## src/rtl/example_div_pkg.sv

```systemverilog
// Shared definitions for the sequential 21s/7u restoring divider:
// state encoding, default operand widths and quotient saturation limits.
package example_div_pkg;

    localparam int DIVIDEND_W_DEF = 21;
    localparam int DIVISOR_W_DEF  = 7;
    localparam int QUOT_W_DEF     = 14;

    typedef enum logic [1:0] {
        S_IDLE = 2'd0,
        S_CALC = 2'd1,
        S_FIX  = 2'd2,
        S_DONE = 2'd3
    } div_state_e;

    // Largest / smallest value a signed quotient of width w can hold.
    function automatic int sat_hi(input int w);
        return (1 << (w - 1)) - 1;
    endfunction

    function automatic int sat_lo(input int w);
        return -(1 << (w - 1));
    endfunction

endpackage

```

## src/rtl/example_div_seq_step.sv

```systemverilog
// One combinational restoring-division step.
// Ports: prem_i partial remainder, bit_i next dividend bit, dvs_i divisor;
//        prem_o next partial remainder, qbit_o quotient bit.
module example_div_seq_step #(
    parameter int W = 7
) (
    input  logic [W-1:0] prem_i,
    input  logic         bit_i,
    input  logic [W-1:0] dvs_i,
    output logic [W-1:0] prem_o,
    output logic         qbit_o
);

    logic [W:0] shifted;
    logic       ge;

    always_comb begin
        shifted = {prem_i, bit_i};
        ge      = (shifted >= {1'b0, dvs_i});
        qbit_o  = ge;
        // After a successful subtract the result is below the divisor,
        // so it always fits back into W bits.
        prem_o  = ge ? (shifted[W-1:0] - dvs_i) : shifted[W-1:0];
    end

endmodule

```

## src/rtl/example_div_seq_21s_7u.sv

```systemverilog
// Sequential signed/unsigned divider (dividend 21s, divisor 7u), one
// quotient bit per cycle, with saturation and divide-by-zero flagging.
// Ports: ap_clk, ap_rst_n (async, active-low); in_valid/in_ready with
//        din0 (signed dividend), din1 (unsigned divisor); out_valid/out_ready
//        with dout (signed quotient), rem (signed remainder), ovf, dbz.
module example_div_seq_21s_7u
    import example_div_pkg::*;
#(
    parameter logic [31:0] ID         = 32'd1,
    parameter int          DIVIDEND_W = DIVIDEND_W_DEF,
    parameter int          DIVISOR_W  = DIVISOR_W_DEF,
    parameter int          QUOT_W     = QUOT_W_DEF
) (
    input  logic                  ap_clk,
    input  logic                  ap_rst_n,
    input  logic                  in_valid,
    output logic                  in_ready,
    input  logic [DIVIDEND_W-1:0] din0,
    input  logic [DIVISOR_W-1:0]  din1,
    output logic                  out_valid,
    input  logic                  out_ready,
    output logic [QUOT_W-1:0]     dout,
    output logic [DIVISOR_W:0]    rem,
    output logic                  ovf,
    output logic                  dbz
);

    localparam int WQ    = DIVIDEND_W + 1;
    localparam int CNT_W = $clog2(DIVIDEND_W + 1);

    localparam logic signed [WQ-1:0]  Q_HI = WQ'(sat_hi(QUOT_W));
    localparam logic signed [WQ-1:0]  Q_LO = WQ'(sat_lo(QUOT_W));
    localparam logic [CNT_W-1:0]      LAST = CNT_W'(DIVIDEND_W - 1);

    div_state_e state_q, state_d;

    logic [CNT_W-1:0]      cnt_q, cnt_d;
    logic                  fix_ph_q, fix_ph_d;
    logic                  neg_q, neg_d;
    logic [DIVISOR_W-1:0]  dvs_q, dvs_d;
    logic [DIVIDEND_W-1:0] quo_q, quo_d;
    logic [DIVISOR_W-1:0]  prem_q, prem_d;
    logic [WQ-1:0]         qs_q, qs_d;
    logic [DIVISOR_W:0]    rs_q, rs_d;
    logic [QUOT_W-1:0]     dout_q, dout_d;
    logic [DIVISOR_W:0]    rem_q, rem_d;
    logic                  ovf_q, ovf_d;
    logic                  dbz_q, dbz_d;

    logic [DIVISOR_W-1:0]  step_prem;
    logic                  step_qbit;

    // quo_q starts as |dividend| and is shifted left each step; freed
    // LSBs collect quotient bits, so it ends holding |quotient|.
    example_div_seq_step #(
        .W(DIVISOR_W)
    ) u_step (
        .prem_i(prem_q),
        .bit_i (quo_q[DIVIDEND_W-1]),
        .dvs_i (dvs_q),
        .prem_o(step_prem),
        .qbit_o(step_qbit)
    );

    always_ff @(posedge ap_clk or negedge ap_rst_n) begin
        if (!ap_rst_n) begin
            state_q  <= S_IDLE;
            cnt_q    <= '0;
            fix_ph_q <= 1'b0;
            neg_q    <= 1'b0;
            dvs_q    <= '0;
            quo_q    <= '0;
            prem_q   <= '0;
            qs_q     <= '0;
            rs_q     <= '0;
            dout_q   <= '0;
            rem_q    <= '0;
            ovf_q    <= 1'b0;
            dbz_q    <= 1'b0;
        end else begin
            state_q  <= state_d;
            cnt_q    <= cnt_d;
            fix_ph_q <= fix_ph_d;
            neg_q    <= neg_d;
            dvs_q    <= dvs_d;
            quo_q    <= quo_d;
            prem_q   <= prem_d;
            qs_q     <= qs_d;
            rs_q     <= rs_d;
            dout_q   <= dout_d;
            rem_q    <= rem_d;
            ovf_q    <= ovf_d;
            dbz_q    <= dbz_d;
        end
    end

    always_comb begin
        state_d  = state_q;
        cnt_d    = cnt_q;
        fix_ph_d = fix_ph_q;
        neg_d    = neg_q;
        dvs_d    = dvs_q;
        quo_d    = quo_q;
        prem_d   = prem_q;
        qs_d     = qs_q;
        rs_d     = rs_q;
        dout_d   = dout_q;
        rem_d    = rem_q;
        ovf_d    = ovf_q;
        dbz_d    = dbz_q;

        unique case (state_q)
            S_IDLE: begin
                if (in_valid) begin
                    state_d = S_CALC;
                    neg_d   = din0[DIVIDEND_W-1];
                    // -(-2^20) wraps to 2^20, which is correct unsigned.
                    quo_d   = din0[DIVIDEND_W-1] ? -din0 : din0;
                    dvs_d   = din1;
                    prem_d  = '0;
                    cnt_d   = '0;
                end
            end
            S_CALC: begin
                quo_d  = {quo_q[DIVIDEND_W-2:0], step_qbit};
                prem_d = step_prem;
                if (cnt_q == LAST) begin
                    cnt_d    = '0;
                    fix_ph_d = 1'b0;
                    state_d  = S_FIX;
                end else begin
                    cnt_d = cnt_q + 1'b1;
                end
            end
            S_FIX: begin
                // Phase 0 applies the dividend sign; phase 1 saturates
                // and loads the output registers.
                if (!fix_ph_q) begin
                    fix_ph_d = 1'b1;
                    qs_d = neg_q ? -{1'b0, quo_q} : {1'b0, quo_q};
                    rs_d = neg_q ? -{1'b0, prem_q} : {1'b0, prem_q};
                end else begin
                    fix_ph_d = 1'b0;
                    state_d  = S_DONE;
                    dbz_d    = 1'b0;
                    ovf_d    = 1'b0;
                    rem_d    = rs_q;
                    dout_d   = qs_q[QUOT_W-1:0];
                    if (dvs_q == '0) begin
                        dbz_d  = 1'b1;
                        ovf_d  = 1'b1;
                        rem_d  = '0;
                        dout_d = neg_q ? Q_LO[QUOT_W-1:0]
                                       : Q_HI[QUOT_W-1:0];
                    end else if ($signed(qs_q) > Q_HI) begin
                        ovf_d  = 1'b1;
                        dout_d = Q_HI[QUOT_W-1:0];
                    end else if ($signed(qs_q) < Q_LO) begin
                        ovf_d  = 1'b1;
                        dout_d = Q_LO[QUOT_W-1:0];
                    end
                end
            end
            S_DONE: begin
                if (out_ready) begin
                    state_d = S_IDLE;
                end
            end
            default: begin
                state_d = S_IDLE;
            end
        endcase
    end

    assign in_ready  = (state_q == S_IDLE);
    assign out_valid = (state_q == S_DONE);
    assign dout      = dout_q;
    assign rem       = rem_q;
    assign ovf       = ovf_q;
    assign dbz       = dbz_q;

endmodule
```

## config.mk

```make
export PLATFORM = sky130hd
export DESIGN_NAME = example_div_seq_21s_7u
export DESIGN_NICKNAME = d
export VERILOG_FILES = /design/src/rtl/example_div_pkg.sv /design/src/rtl/example_div_seq_step.sv /design/src/rtl/example_div_seq_21s_7u.sv
export SDC_FILE = /design/constraint.sdc
export NUM_CORES = 1
export LEC_CHECK = 0
export ABC_CLOCK_PERIOD_IN_PS = 2400
export BUFFER_PORTS_ARGS = -buffer_cell sky130_fd_sc_hd__buf_2
export CORE_ASPECT_RATIO = 1.2
export CORE_MARGIN = 4
export CORE_UTILIZATION = 59
export CTS_CLUSTER_DIAMETER = 200
export CTS_CLUSTER_SIZE = 16
export DETAILED_ROUTE_END_ITERATION = 8
export PLACE_DENSITY = 0.91
export REMOVE_ABC_BUFFERS = 1
export SYNTH_ARGS = -nofsm -noshare
export SYNTH_HDL_FRONTEND = slang
export SYNTH_SLANG_ARGS = --single-unit
```

## constraint.sdc

```tcl
create_clock -name ap_clk -period 2.4 [get_ports ap_clk]
set_clock_uncertainty 0.05 [all_clocks]
set_input_delay 0.48 -clock ap_clk [delete_from_list [all_inputs] [get_ports ap_clk]]
set_output_delay 0.48 -clock ap_clk [all_outputs]
set_load 0.03 [all_outputs]
```

; ---- Word-level counts from Yosys, hierarchy flattened
; Index checks and enable logic that the tools add are counted.
[word_totals]
register_bits = 98
in_bits = 32
out_inout_bits = 26
[op_classes]
add_sub_neg = 5
order_cmp = 3
eq_ne = 8
n_mux = 28
bitwise_logic = 1
n_reduce_logical = 10
[op_table]
columns = op, count
row1 = $mux 14, 4
row2 = $mux 21, 2
row3 = $pmux 21 s2, 1
row4 = $gt 22x14->1 const B, 1
row5 = $lt 22x14->1 const B, 1
row6 = $mux 22, 1
row7 = $neg 21->22, 1
row8 = $neg 21->21, 1
row9 = $mux 8, 2
row10 = $mux 7, 2
row11 = $pmux 7 s2, 1
row12 = $mux 5, 2
row13 = $pmux 5 s2, 1
row14 = $reduce_and 2->1, 5
row15 = $ge 8x7->1, 1
row16 = $mux 2, 4
row17 = $neg 7->8, 1
row18 = $pmux 2 s4, 1
row19 = $logic_not 7->1, 1
row20 = $sub 7x7->7, 1
row21 = $mux 1, 6
row22 = $ne 2x2->1 const B, 3
row23 = $add 5x1->5 const B, 1
row24 = $eq 5x5->1 const B, 1
row25 = other kinds (8), 10

; ---- Logic depth before layout (Yosys ltp)
[depth]
depth_word = 4
ltp_mapped = 9

; ---- By module
; From an unflattened synthesis, not the netlist that was laid out.
[hier_totals]
cells_unflattened = 580
area_unflattened_um2 = 5447.7
[modules_own_cells]
columns = mod, n_inst, cells_per_inst, area_per_inst_um2
row1 = example_div_seq_21s_7u, 1, 522, 4983.5
row2 = example_div_seq_step, 1, 58, 464.2

; ---- Least setup slack after synthesis
; Ideal clock, no wire load.
[synth_path]
path_type = reg-to-reg
start = register state_q[0]
end = register quo_q[5]
setup_time_ns = 0.065
t_arrival_ns = 2.240
t_required_ns = 2.285
path_slack_ns = 0.045
path_stages_with_launch = 10
synth_period_minus_slack_ns = 2.355
path_cell_list = dfrtp_1 -> inv_1 -> ha_1 -> clkbuf_1 -> mux2i_1 -> clkbuf_1 -> clkbuf_1 -> a21oi_1 -> o21ai_1 -> o21a_1
[synth_between]
elab_chain_len = 3
elab_cells_between_ends = 6
classes_between = eq/ne (2) / mux (1) / reduce/logical (3)
[synth_lines]
columns = element, line_no
row1 = from (decl), example_div_seq_21s_7u.sv:35  ; div_state_e state_q, state_d;
row2 = from (signal assigned), example_div_seq_21s_7u.sv:81  ; state_q <= state_d;
row3 = $logic_not 2->1 (*), n/a
row4 = named net in_ready, example_div_seq_21s_7u.sv:17  ; output logic in_ready,
row5 = $ne 2x2->1 (no line) / $reduce_bool 2->1 (equally long branches), n/a
row6 = $reduce_and 2->1 (no line), n/a
row7 = to (signal assigned), example_div_seq_21s_7u.sv:86  ; quo_q <= quo_d;
row8 = to (decl), example_div_seq_21s_7u.sv:41  ; logic [DIVIDEND_W-1:0] quo_q, quo_d;
; Mark *: on every way through the listed nets, which the timed path passes. The rest lies on a longest branch.
; A chain may end at the register's enable or synchronous reset.

; ---- Worst setup path in the final report
[layout_path]
start = register quo_q[20]
end = register prem_q[4]
[layout_between]
elab_chain_len = 3
elab_cells_between_ends = 4
classes_between = add/sub (1) / order compare (1) / mux (2)
[layout_lines]
columns = element, line_no
row1 = $sub 7x7->7 / $ge 8x7->1 (equally long branches), "example_div_seq_step.sv:23, example_div_seq_step.sv:19"
row2 = $mux 7 (*), example_div_seq_step.sv:23  ; prem_o = ge ? (shifted[W-1:0] - dvs_i) : shifted[W-1:0];
row3 = $pmux 7 s2 (*), example_div_seq_21s_7u.sv:112  ; unique case (state_q)
row4 = to (signal assigned), example_div_seq_21s_7u.sv:87  ; prem_q <= prem_d;
row5 = to (decl), example_div_seq_21s_7u.sv:42  ; logic [DIVISOR_W-1:0] prem_q, prem_d;
; Every way passes the cells marked *; elsewhere a longest branch is shown, timed or not.

==> impl_metrics.csv <==
group,metric,value,unit
flow_run,drv_cap,0,
synth,synth.most_common_cell,"dfrtp_1",
synth,yosysWarningCount,0,
synth,yosys-top-cells-area,"dfrtp_1 (45%), o21ai_1 (6.4%), xor2_1 (5.2%)",
sta,clock.fmax,434.8,MHz
critical_path,cp_max_fo,8,
final_layout,drive_above_1_share,16.69,%
synth,synth_flop_cell,"dfrtp_1",
synth,synth_top_area_share,45.39,%
worst_hold_path,min_path_type,"in -> reg",
synth,synthCells,593,
outcome,outcome,"finished, final reports clean",
place,gp_congestion,0.8918,
pwr,pwr-share-comb,51.6,%
global_route,grt_pass1_wl,20.52,mm
final_layout,multi_input_area,2783,sq um
route,drtIter0Drc,312,
floorplan,die_area,10760,sq um
clocking,cts_root_buf,"clkbuf_8",
synth,ys_top_cells_by_count,"dfrtp_1 (98), nand2_1 (72), o21ai_1 (69)",
sta,worst_pin_slew,0.9241,ns
route,ant_nets,0,
synth,yosys.area.top_type,"dfrtp_1",
final_layout,final_nets,704,
pwr,p_sw_share,46.48,%
sta,fin_crit_sh,95.82,%
final_layout,nFillCells,674,
clocking,tritoncts,"built",
critical_path,crit_path_end_kind,"flop",
clocking,cts_inserted_buffers,9,
sta,relSlewSlack,38.39,%
final_layout,syn_to_final_growth,13.20,%
synth,syn_area,5403,sq um
route,wl_per_cell,15.44,um
pwr,finalPower,8.359,mW
clocking,htreeDepth,3,
synth,synth-seq-area-share,45.39,%
place,pre_cts_ws,0.03978,ns
sta,fin_crit,2.300,ns
route,num_vias,4657,
global_route,antenna_found_initial,0,
synth,yosysUniqueCellTypes,53,
route,wl,12.03,mm
critical_path,crit_required,2.60,ns
sta,setup_viol,0,
route,dr.pass1.iters,5,
synth,synth.avg_cell_area,9.111,sq um
floorplan,die_width,95.36,um
place,hpwl,8.950,mm
sta,drv_slew,0,
place,io_buffers,57,
pwr,power.density,1367,nW/um^2
pwr,p_sw,3.885,mW
global_route,grt_pass1_vias,4546,
clocking,insertion_delay,0.37,ns
final_layout,antenna_cells,0,
floorplan,die_h,112.8,um
synth,synth-edff-count,0,
pwr,p_clk_share,11.2,%
critical_path,cp-start-kind,"flop",
floorplan,std_cell_rows,38,
floorplan,core_area,8986,sq um
clocking,path_clk_slew,0.09,ns
pwr,seq_power_share,37.3,%
critical_path,crit_arrival,2.50,ns
final_layout,regArea,2452,sq um
critical_path,worst-setup-path-type,"reg -> reg",
synth,async_reset_ff_share,100.0,%
global_route,grt_util_all_layers,23.64,%
synth,synth-seq-cells,98,
global_route,grt-ovfl-total,0,
route,via_per_inst,5.978,
pwr,p_leak,2.721,nW
critical_path,r2r_cells,8,
floorplan,io_pins,58,
floorplan,initial_core_util,60.12,%
route,route.detailed.drc,0,
global_route,grt_max_degree,60,
clocking,cts_sinks,98,
sta,finalHoldViolCount,0,
sta,fin_ws,0.1002,ns
worst_hold_path,hold_path_depth,2,
pwr,p_int,4.474,mW
pwr,vdd_drop_max,0.7534,mV
clocking,clock_path_buffers,2,
[per-stage QoR]
step	cells	setup TNS, ns	area [sq um]	util (%)	hold slack [ns]
2_1_floorplan	564	-7.174	5294	-	0.1344
3_3_place_gp	761	0	5901	65.66	0.2719
3_5_place_dp	761	0	5901	65.66	0.2744
4_1_cts	777	0	6080	67.66	0.2618
5_1_grt	779	-0.02985	6116	68.06	0.2707
6_report	779	0	6116	68.06	0.2739
[worst max-delay path, cell delays in order (launching register included)]
cell and delay (ns):
dfrtp_1 0.42, inv_1 0.13, ha_1 0.19, fa_1 0.20, nand2b_4 0.15, a21oi_2 0.06, o31a_1 0.40, or2_4 0.29
a221o_1 0.30
[final cells by class]
class,instances,share of cell area (%)
well taps,120,2.455
multi-input cells,443,45.50
inverters,23,1.412
flip-flops and latches,98,40.10
repair buffers,80,7.774
clock inverters,6,0.7365
clock buffers,9,2.025
[power groups by stage]
stage / Clock (mW) / Sequential [mW] / Combinational, mW
floorplan: 0 / 3.30 / 2.70
global placement: 0 / 3.08 / 4.00
detailed placement: 0 / 3.13 / 4.18
CTS: 0.953 / 3.10 / 4.21
global route: 1.01 / 3.23 / 4.80
finish: 0.932 / 3.11 / 4.31
[cell usage in the layout (no fill, tap or decap), types with 7 or more instances in the layout]
master | Yosys | final
a21oi_1 | 37 | 36
a22o_1 | 9 | 9
buf_2 | 0 | 56
buf_4 | 0 | 22
clkbuf_8 | 0 | 9
dfrtp_1 | 98 | 98
ha_1 | 16 | 16
inv_1 | 20 | 20
mux2_1 | 7 | 7
nand2_1 | 72 | 72
nor2_1 | 41 | 41
nor3_1 | 10 | 10
nor4_1 | 8 | 8
o21ai_0 | 22 | 22
o21ai_1 | 69 | 69
o22ai_1 | 7 | 7
o31ai_1 | 10 | 10
or3_1 | 11 | 11
xnor2_1 | 8 | 8
xor2_1 | 32 | 32
[kinds of logic (layout without fill, tap and decap cells)]
kind of cell / count (synthesis) / count (layout) / synth area share (%)
buf+inv: 52 / 118 / 3.613
fa+ha+maj: 17 / 17 / 4.076
mux: 15 / 15 / 2.964
compound gates: 186 / 186 / 20.91
flops: 98 / 98 / 45.39
xor+xnor: 40 / 40 / 6.485
simple gates: 185 / 185 / 16.56
[metal layers]
layer / part of all wire, % / vias up / global-route usage (%)
met3: 4.7 / 33 / 2.327
li1: - / 2259 / -
met2: 50 / 166 / 40.26
met1: 42 / 2199 / 30.07
met4: 3.0 / 0 / 10.88
met5: 0 / - / 0
[final timing paths]
kind / start / to / slack, ns
min: din1[5] / dvs_q[5]$_DFFE_PN0P_ / 0.27
max: quo_q[20]$_DFFE_PN0P_ / prem_q[4]$_DFFE_PN0P_ / 0.10
min reg2reg: rs_q[7]$_DFFE_PN0P_ / rs_q[7]$_DFFE_PN0P_ / 0.43
max reg2reg: quo_q[20]$_DFFE_PN0P_ / prem_q[4]$_DFFE_PN0P_ / 0.10
min in group asynchronous: ap_rst_n / dout[8]$_DFFE_PN0P_ / 0.43
max in group asynchronous: ap_rst_n / prem_q[1]$_DFFE_PN0P_ / 1.29
[sequential cells by signal (all words and copies together), names as in the netlist, 2 cells and up]
| register | flops |
|---|---|
| rs_q | 8 |
| qs_q | 22 |
| prem_q | 7 |
| state_q | 2 |
| rem | 8 |
| dvs_q | 7 |
| cnt_q | 5 |
| quo_q | 21 |
| dout | 14 |
[repair_timing]
action | CTS | global route
hold endpoints to repair | 9 | 0
setup endpoints to repair | 0 | 6
setup buffers | 0 | 2
gates resized for setup | 0 | 4
hold buffers | 1 | 0
Power figures use the tool's default switching activity.
